--- src/rtl/cpu_pkg.sv ---
// Shared CPU definitions: datapath width, ALU op codes and STATUS bit positions.
package cpu_pkg;

  localparam int DATA_WIDTH = 8;

  // ALU operation codes presented by the decoder
  localparam logic [7:0] ALU_NOP  = 8'h00;
  localparam logic [7:0] ALU_ADD  = 8'h01;
  localparam logic [7:0] ALU_AND  = 8'h02;
  localparam logic [7:0] ALU_OR   = 8'h03;
  localparam logic [7:0] ALU_EOR  = 8'h04;
  localparam logic [7:0] ALU_ASL  = 8'h05;
  localparam logic [7:0] ALU_LSR  = 8'h06;
  localparam logic [7:0] ALU_ROL  = 8'h07;
  localparam logic [7:0] ALU_ROR  = 8'h08;
  localparam logic [7:0] ALU_INC  = 8'h09;
  localparam logic [7:0] ALU_DEC  = 8'h0A;
  localparam logic [7:0] ALU_CMP  = 8'h0B;
  localparam logic [7:0] ALU_BIT  = 8'h0C;
  localparam logic [7:0] ALU_PASS = 8'h0D;

  // STATUS register bit indices (bit 5 unused)
  localparam int CARRY = 0;
  localparam int ZERO  = 1;
  localparam int IRQ   = 2;
  localparam int DEC   = 3;
  localparam int BRK   = 4;
  localparam int OVF   = 6;
  localparam int NEG   = 7;

endpackage

--- src/rtl/nes_alu_if.sv ---
// Decoder <-> ALU bundle: operation request inputs and registered results.
interface nes_alu_if;
  import cpu_pkg::*;

  logic [7:0]            func;
  logic [DATA_WIDTH-1:0] a_in;
  logic [DATA_WIDTH-1:0] b_in;
  logic                  invert;
  logic                  carry_in;
  logic [7:0]            status_in;
  logic [DATA_WIDTH-1:0] dout;
  logic [7:0]            status_out;
  logic                  wout;

  // Decoder side: issues operations, observes results
  modport master (
    output func, a_in, b_in, invert, carry_in, status_in,
    input  dout, status_out, wout
  );

  // ALU side
  modport slave (
    input  func, a_in, b_in, invert, carry_in, status_in,
    output dout, status_out, wout
  );
endinterface

--- src/rtl/nes_alu_adder.sv ---
// Combinational 8-bit adder with carry-out and signed overflow.
module nes_alu_adder
  import cpu_pkg::*;
(
  input  logic [DATA_WIDTH-1:0] a,
  input  logic [DATA_WIDTH-1:0] b,
  input  logic                  cin,
  output logic [DATA_WIDTH-1:0] sum,
  output logic                  carry_out,
  output logic                  overflow
);

  logic [DATA_WIDTH:0] full;

  // Widen by one bit so the carry out falls into the MSB
  always_comb begin
    full      = {1'b0, a} + {1'b0, b} + {{DATA_WIDTH{1'b0}}, cin};
    sum       = full[DATA_WIDTH-1:0];
    carry_out = full[DATA_WIDTH];
    // Overflow: both operands share a sign that the result does not
    overflow  = (a[DATA_WIDTH-1] == b[DATA_WIDTH-1]) &&
                (sum[DATA_WIDTH-1] != a[DATA_WIDTH-1]);
  end

endmodule

--- src/rtl/nes_alu.sv ---
// 6502-style ALU (no decimal mode): one registered result and flag update per
// valid op code, with a done strobe held high for each valid cycle.
module nes_alu
  import cpu_pkg::*;
(
  input  logic          clk,
  input  logic          reset,
  nes_alu_if.slave      bus
);

  logic [DATA_WIDTH-1:0] b_eff;
  logic                  cin;
  logic [DATA_WIDTH-1:0] add_a, add_b, add_sum;
  logic                  add_cin, add_cout, add_ovf;
  logic [DATA_WIDTH-1:0] res;
  logic [7:0]            st;
  logic                  valid;
  logic [DATA_WIDTH-1:0] dout_q;
  logic [7:0]            status_q;
  logic                  wout_q;

  // Operand conditioning and adder input selection (shared by ADD/CMP/INC/DEC)
  always_comb begin
    b_eff   = bus.invert ? ~bus.b_in : bus.b_in;
    cin     = bus.carry_in & bus.status_in[CARRY];
    add_a   = bus.a_in;
    add_b   = b_eff;
    add_cin = cin;
    case (bus.func)
      // CMP ignores invert/carry_in: always a two's-complement subtract
      ALU_CMP: begin add_b = ~bus.b_in;              add_cin = 1'b1; end
      ALU_INC: begin add_b = '0;                     add_cin = 1'b1; end
      ALU_DEC: begin add_b = {DATA_WIDTH{1'b1}};     add_cin = 1'b0; end
      default: ;
    endcase
  end

  nes_alu_adder u_adder (
    .a         (add_a),
    .b         (add_b),
    .cin       (add_cin),
    .sum       (add_sum),
    .carry_out (add_cout),
    .overflow  (add_ovf)
  );

  // Result and flag computation; unlisted status bits pass through
  always_comb begin
    valid = 1'b1;
    res   = dout_q;
    st    = bus.status_in;
    case (bus.func)
      ALU_ADD:  begin res = add_sum; st[CARRY] = add_cout; st[OVF] = add_ovf; end
      ALU_AND:  res = bus.a_in & b_eff;
      ALU_OR:   res = bus.a_in | b_eff;
      ALU_EOR:  res = bus.a_in ^ b_eff;
      ALU_ASL:  begin res = {bus.a_in[6:0], 1'b0};                st[CARRY] = bus.a_in[7]; end
      ALU_LSR:  begin res = {1'b0, bus.a_in[7:1]};                st[CARRY] = bus.a_in[0]; end
      ALU_ROL:  begin res = {bus.a_in[6:0], bus.status_in[CARRY]}; st[CARRY] = bus.a_in[7]; end
      ALU_ROR:  begin res = {bus.status_in[CARRY], bus.a_in[7:1]}; st[CARRY] = bus.a_in[0]; end
      ALU_INC:  res = add_sum;
      ALU_DEC:  res = add_sum;
      ALU_CMP:  begin res = add_sum; st[CARRY] = add_cout; end
      ALU_BIT:  res = bus.a_in;
      ALU_PASS: res = b_eff;
      default:  valid = 1'b0;
    endcase
    st[NEG]  = res[7];
    st[ZERO] = (res == '0);
    // BIT reports memory-operand bits rather than the result
    if (bus.func == ALU_BIT) begin
      st[ZERO] = ((bus.a_in & bus.b_in) == '0);
      st[NEG]  = bus.b_in[7];
      st[OVF]  = bus.b_in[6];
    end
  end

  // Output registers: load on valid op, hold otherwise; reset clears all
  always_ff @(posedge clk) begin
    if (reset) begin
      dout_q   <= '0;
      status_q <= '0;
      wout_q   <= 1'b0;
    end else begin
      wout_q <= valid;
      if (valid) begin
        dout_q   <= res;
        status_q <= st;
      end
    end
  end

  assign bus.dout       = dout_q;
  assign bus.status_out = status_q;
  assign bus.wout       = wout_q;

endmodule

--- src/flat_wrapper.sv ---
// flat-port wrapper written by rule: the top's interface ports become plain ports
module nes_alu_flat import cpu_pkg::*;
  (clk, reset, bus_func, bus_a_in, bus_b_in, bus_invert, bus_carry_in, bus_status_in, bus_dout, bus_status_out, bus_wout);
  nes_alu_if bus_i ();
  input  logic clk;
  input  logic reset;
  input wire logic [$bits(bus_i.func)-1:0] bus_func;
  input wire logic [$bits(bus_i.a_in)-1:0] bus_a_in;
  input wire logic [$bits(bus_i.b_in)-1:0] bus_b_in;
  input wire logic [$bits(bus_i.invert)-1:0] bus_invert;
  input wire logic [$bits(bus_i.carry_in)-1:0] bus_carry_in;
  input wire logic [$bits(bus_i.status_in)-1:0] bus_status_in;
  output wire logic [$bits(bus_i.dout)-1:0] bus_dout;
  output wire logic [$bits(bus_i.status_out)-1:0] bus_status_out;
  output wire logic [$bits(bus_i.wout)-1:0] bus_wout;
  assign bus_i.func = bus_func;
  assign bus_i.a_in = bus_a_in;
  assign bus_i.b_in = bus_b_in;
  assign bus_i.invert = bus_invert;
  assign bus_i.carry_in = bus_carry_in;
  assign bus_i.status_in = bus_status_in;
  assign bus_dout = bus_i.dout;
  assign bus_status_out = bus_i.status_out;
  assign bus_wout = bus_i.wout;
  nes_alu u_core (.clk(clk), .reset(reset), .bus(bus_i));
endmodule
--- config.mk ---
export PLATFORM = sky130hd
export DESIGN_NAME = nes_alu_flat
export DESIGN_NICKNAME = d
export VERILOG_FILES = /design/src/rtl/cpu_pkg.sv /design/src/rtl/nes_alu_if.sv /design/src/rtl/nes_alu_adder.sv /design/src/rtl/nes_alu.sv /design/src/flat_wrapper.sv
export SDC_FILE = /design/constraint.sdc
export NUM_CORES = 1
export LEC_CHECK = 0
export BUFFER_PORTS_ARGS = -buffer_cell sky130_fd_sc_hd__buf_2
export CAP_MARGIN = 20
export CORE_MARGIN = 3
export CORE_UTILIZATION = 50
export CTS_CLUSTER_SIZE = 16
export DETAILED_ROUTE_END_ITERATION = 8
export GPL_TIMING_DRIVEN = 1
export PLACE_DENSITY_LB_ADDON = 0.08
export SETUP_SLACK_MARGIN = 0.15
export SLEW_MARGIN = 30
export SYNTH_ARGS = -nofsm -noshare
export SYNTH_HDL_FRONTEND = slang
export SYNTH_SLANG_ARGS = --single-unit
--- constraint.sdc ---
create_clock -name clk -period 5.35 [get_ports clk]
set_clock_uncertainty 0.05 [all_clocks]
set_input_delay 1.07 -clock clk [delete_from_list [all_inputs] [get_ports clk]]
set_output_delay 1.07 -clock clk [all_outputs]
set_load 0.005 [all_outputs]
==> flow_summary.json, run 1 <==
{
  "cp_cell_sequence": "buf_2, nor2b_1, and3_1, a22oi_1, fa_1, fa_1, a211o_1, a211o_1, and3b_1, o21ai_0, and4bb_1, nand4_1, a211oi_2",
  "root_buffer": "clkbuf_8",
  "wl_per_cell_um": 18.1,
  "crit_arrival_ns": 4.69,
  "postPlaceCellArea_um2": 2480,
  "hold_depth": 2,
  "status": "finished clean",
  "die_h_um": 73.0,
  "setup_tns_ns": 0,
  "mostFrequentLayoutCells": "buf_2 (50), ha_1 (23), nor2_1 (22)",
  "worstHoldPathType": "register to register",
  "synth_seq_cells": 17,
  "fp-row-count": 23,
  "synthTopCellsByArea": "dfxtp_1 (15%), ha_1 (13%), a22oi_1 (5.0%), a21oi_1 (4.7%), nor2_1 (3.7%)",
  "path_delay_family": "simple AND/OR/NAND/NOR gates",
  "cts_sinks": 17,
  "numPortBuffers": 50,
  "first_pass_iters": 5,
  "drive_above_1_share": 0.220,
  "hold_viol_final": 0,
  "antenna_found_initial": 0,
  "grt_start_max_net_pins": 32,
  "clk_pin_slew_worst_paths_ns": 0.07,
  "drc_errors": 0,
  "cts_tree": "built",
  "postCtsSetupBuffers": 0,
  "finalInstanceArea_um2": 2530,
  "start_kind": "input port",
  "critical_path.slowest_cell": "and3_1",
  "crit_path_max_incr_delay_ns": 0.49,
  "via_count": 2378,
  "ir_drop_mv": 0.0752,
  "endpoint_kind": "register",
  "yosys.cell_types.count": 65,
  "dp_hpwl_um": 5020,
  "cts_resized": 0,
  "clock_path_buffers": 2,
  "synthArstFlopShare": 0,
  "drt_iter0_drc": 185,
  "yosysTopAreaCellShare": 0.152,
  "syn2layout_area_growth_pct": 12.6,
  "fin_crit_sh": 0.852,
  "cts_hold_buffers": 0,
  "synth_top_area_cell": "dfxtp_1",
  "syn_inst": 288,
  "worstSetupPathType": "input port to register",
  "finalWirelength_um": 6840,
  "worstSkewPairLatency_ns": 0.26,
  "io_pins": 53,
  "grt_pass1_wl_um": 11000,
  "setup_viol_count_final": 0,
  "htree_levels": 1,
  "syn_nets": 349,
  "ys.flop_type": "dfxtp_1",
  "cts_buffers": 3,
  "die_area_um2": 5330,
  "synth-seq-area-share": 0.152,
  "routabilityCongestion": 0.939,
  "powerDensity_nw_per_um2": 162,
  "via_per_inst": 6.31,
  "critPathMaxFanout": 12,
  "coreArea_um2": 4170,
  "p_leak_nw": 1.16,
  "max_cap_violations": 0,
  "rsz0062_at_grt": "false",
  "nets": 389,
  "ys_warn_count": 0,
  "tightest_slew_ns": 0.647,
  "die_w_um": 73.0,
  "synth_edf_count": 0,
  "avgSynthCellArea_um2": 7.80,
  "n_fill_cell": 416,
  "r2r_cells": 4,
  "grt-ovfl-total": 0,
  "num_antenna_cells": 0,
  "track_usage": 0.264,
  "path_depth": 13,
  "syn-cell-area_um2": 2250,
  "fmax_mhz": 219,
  "grt_pass1_vias": 2166,
  "crit_required_ns": 5.49,
  "start_util": 0.538,
  "drv_slew": 0,
  "slew_headroom": 0.557,
  "ant_nets": 0,
  "mostFrequentLayoutCell": "buf_2",
  "path_buf_inv": 1,
  "min_period_ns": 4.56
}
-- cell families after synthesis --
logic type,Yosys count,synth area share
AO/OA/AOI/OAI,95,0.307
AND/OR/NAND/NOR,97,0.250
adder cells (fa/ha/maj),25,0.146
XOR/XNOR,11,0.0429
buffers and inverters,38,0.0785
flip-flops,17,0.152
multiplexers,5,0.0245
-- stage by stage --
stage               worst slack (ns)   util  total power [mW]  cells  hold slack [ns]
finish                         0.793  0.606             0.410    377            0.400
global route                   0.470  0.606             0.437    377            0.419
global placement               0.528  0.595             0.307    373            0.390
CTS                            0.780  0.606             0.409    377            0.404
floorplan                      0.741      -             0.257    288            0.403
detailed placement             0.556  0.595             0.309    373            0.393
-- cell usage after synthesis, types with 6 or more instances --
cell type / count
a21oi_1: 21
a22oi_1: 15
buf_2: 9
clkbuf_1: 6
dfxtp_1: 17
ha_1: 23
inv_1: 19
nand2_1: 17
nand2b_1: 13
nand3_1: 8
nor2_1: 22
o21ai_0: 10
xnor2_1: 8
-- cell type report --
class / instances / area, µm² / share of cell area
Multi-Input combinational cell: 233 / 1730 / 0.683
Clock inverter: 1 / 5.00 / 0.00198
Timing Repair Buffer: 54 / 280 / 0.111
Sequential cell: 17 / 340 / 0.135
Tap cell: 50 / 62.6 / 0.0247
Clock buffer: 3 / 41.3 / 0.0163
Inverter: 19 / 71.3 / 0.0282
-- worst min-delay path: cells and delay by family, from the launching register on --
| kind | cells | cell delay, ns |
|---|---|---|
| compound gates | 1 | 0.05 |
| simple gates | 1 | 0.05 |
| flops | 1 | 0.31 |
-- where the power goes --
| part | total [mW] | switching (mW) | internal (mW) |
|---|---|---|---|
| Combinational | 0.179 | 0.104 | 0.0749 |
| Sequential | 0.131 | 0.00145 | 0.130 |
| Clock | 0.100 | 0.0486 | 0.0518 |
| Total | 0.410 | 0.154 | 0.257 |
-- sequential cells by signal, summed over array words and instances, names as in the netlist --
name	flops
u_core.bus.status_out	8
u_core.bus.dout	8
u_core.bus.wout	1
-- worst paths after layout --
check,startpoint,end,slack [ns]
worst max-delay path,bus_func[2],u_core.bus.status_out[1]$_SDFFE_PP0P_,0.79
worst min-delay path,u_core.bus.status_out[2]$_SDFFE_PP0P_,u_core.bus.status_out[2]$_SDFFE_PP0P_,0.40
worst max register to register,u_core.bus.dout[0]$_SDFFE_PP0P_,u_core.bus.status_out[1]$_SDFFE_PP0P_,3.57
worst min register to register,u_core.bus.status_out[2]$_SDFFE_PP0P_,u_core.bus.status_out[2]$_SDFFE_PP0P_,0.40
-- layer usage --
metal / track usage / up-vias / share of wire
li1: - / 1150 / -
met1: 0.353 / 1123 / 0.43
met2: 0.439 / 93 / 0.48
met3: 0.0372 / 12 / 0.072
met4: 0.0779 / 0 / 0.017
met5: 0 / - / 0
No activity file was read; power rests on OpenSTA's default activity.
==> inputs of run 2 (changes only) <==
Settings changed: RECOVER_POWER from default to 100.
==> run 2 against run 1 <==
  * Clock power about the same
  * Cell count unchanged
  * Wire length increased by 0.32%
  * Maximum frequency decreased by 2.2%
  * Setup slack got worse by 0.10 ns
  * Critical path depth unchanged
  * Sequential share of layout area increased by 0.19 points
  * Utilization decreased by 0.84 points
  * Register-to-register slack got worse by 0.09 ns
  * Largest power group unchanged
==> flow_summary.json, run 2 (synthesis results as in run 1) <==
{
  "path_delay_family": "simple AND/OR/NAND/NOR gates",
  "rsz0062_at_grt": "false",
  "mostFrequentLayoutCell": "buf_2",
  "start_util": 0.538,
  "postCtsSetupBuffers": 0,
  "grt_pass1_vias": 2166,
  "mostFrequentLayoutCells": "buf_2 (38), ha_1 (23), nor2_1 (22)",
  "via_count": 2357,
  "instances_no_fill": 377,
  "die_area_um2": 5330,
  "grt_pass1_wl_um": 11000,
  "finalWirelength_um": 6860,
  "cts_hold_buffers": 0,
  "p_int_uw": 255,
  "p_clk_frac": 0.246,
  "start_kind": "input port",
  "endpoint_kind": "register",
  "worst_slack_ns": 0.690,
  "numPortBuffers": 50,
  "dp.cells": 373,
  "crit_required_ns": 5.49,
  "htree_levels": 1,
  "setup_viol_count_final": 0,
  "postPlaceCellArea_um2": 2480,
  "cts_resized": 0,
  "multi_input_area_um2": 1710,
  "power_frac_comb": 0.433,
  "fmax_mhz": 215,
  "first_pass_iters": 4,
  "ant_nets": 0,
  "critPathMaxFanout": 12,
  "nets": 389,
  "pwr-share-seq": 0.322,
  "finalInstanceArea_um2": 2490,
  "wl_per_cell_um": 18.2,
  "antenna_found_initial": 0,
  "cp_cell_sequence": "clkbuf_1, nor2b_1, and3_1, a22oi_1, fa_1, fa_1, a211o_1, a211o_1, and3b_1, o21ai_0, and4bb_1, nand4_1, a211oi_2",
  "ir_drop_mv": 0.0750,
  "drc_errors": 0,
  "swShare": 0.374,
  "grt_start_max_net_pins": 32,
  "num_antenna_cells": 0,
  "powerDensity_nw_per_um2": 164,
  "root_buffer": "clkbuf_8",
  "fin_crit_sh": 0.871,
  "syn2layout_area_growth_pct": 11.1,
  "setup_tns_ns": 0,
  "grt-ovfl-total": 0,
  "worstHoldPathType": "register to register",
  "drv_slew": 0,
  "status": "finished clean",
  "cts_sinks": 17,
  "crit_path_max_incr_delay_ns": 0.49,
  "drive_above_1_share": 0.174,
  "n_fill_cell": 425,
  "ff_latch_area_um2": 340,
  "worstSetupPathType": "input port to register",
  "hold_viol_final": 0,
  "drt_iter0_drc": 180,
  "p_leak_nw": 1.10,
  "path_buf_inv": 1,
  "coreArea_um2": 4170,
  "routabilityCongestion": 0.939,
  "place_ws_ns": 0.556,
  "p_sw_uw": 153,
  "max_cap_violations": 0,
  "tightest_slew_ns": 1.37,
  "dp_hpwl_um": 5020,
  "via_per_inst": 6.25,
  "worstSkewPairLatency_ns": 0.26,
  "clk_pin_slew_worst_paths_ns": 0.07,
  "crit_arrival_ns": 4.80,
  "die_h_um": 73.0,
  "cts_buffers": 3,
  "clock_path_buffers": 2,
  "io_pins": 53,
  "slew_headroom": 0.0896,
  "cts_tree": "built",
  "min_period_ns": 4.66,
  "fp-row-count": 23,
  "critical_path.slowest_cell": "and3_1",
  "die_w_um": 73.0,
  "track_usage": 0.264
}
run 2: worst paths after layout:
check | startpoint | to | slack (ns) | cells after the start
max | bus_func[2] | u_core.bus.status_out[1]$_SDFFE_PP0P_ | 0.69 | 13
min | u_core.bus.status_out[2]$_SDFFE_PP0P_ | u_core.bus.status_out[2]$_SDFFE_PP0P_ | 0.40 | 2
max reg2reg | u_core.bus.dout[0]$_SDFFE_PP0P_ | u_core.bus.status_out[1]$_SDFFE_PP0P_ | 3.48 | 4
min reg2reg | u_core.bus.status_out[2]$_SDFFE_PP0P_ | u_core.bus.status_out[2]$_SDFFE_PP0P_ | 0.40 | 2
run 2: metrics by stage:
step | utilization | hold slack, ns | power [mW]
after CTS | 0.606 | 0.404 | 0.409
after detailed placement | 0.595 | 0.393 | 0.309
after global routing | 0.598 | 0.419 | 0.436
final | 0.598 | 0.399 | 0.408
after floorplan | - | 0.403 | 0.257
after global placement | 0.595 | 0.390 | 0.307
run 2: area by class of cell:
| type | count | area share |
|---|---|---|
| timing repair buffer | 54 | 0.105 |
| clock inverter | 1 | 0.00201 |
| multi-input combinational | 233 | 0.687 |
| sequential | 17 | 0.136 |
| inverter | 19 | 0.0286 |
| tap | 50 | 0.0251 |
| clock buffer | 3 | 0.0165 |
run 2: power by group through the flow:
stage | Clock, mW | Sequential (mW) | Combinational [mW]
2_1_floorplan | 0 | 0.135 | 0.123
3_3_place_gp | 0 | 0.134 | 0.173
3_5_place_dp | 0 | 0.134 | 0.174
4_1_cts | 0.101 | 0.131 | 0.176
5_1_grt | 0.108 | 0.132 | 0.197
6_report | 0.100 | 0.131 | 0.177
run 2: worst reg2reg max path, delay by kind of cell (launching register included):
family	cells	cell delay, ns
flip-flops	1	0.32
AND/OR/NAND/NOR	2	0.56
AO/OA/AOI/OAI	2	0.87
run 2: per-layer routing:
metal | global-route usage | vias up | wire length, µm
met4 | 0.0779 | 0 | 130
met1 | 0.353 | 1103 | 2970
met2 | 0.439 | 92 | 3260
met5 | 0 | - | 0
met3 | 0.0372 | 12 | 506
li1 | - | 1150 | -
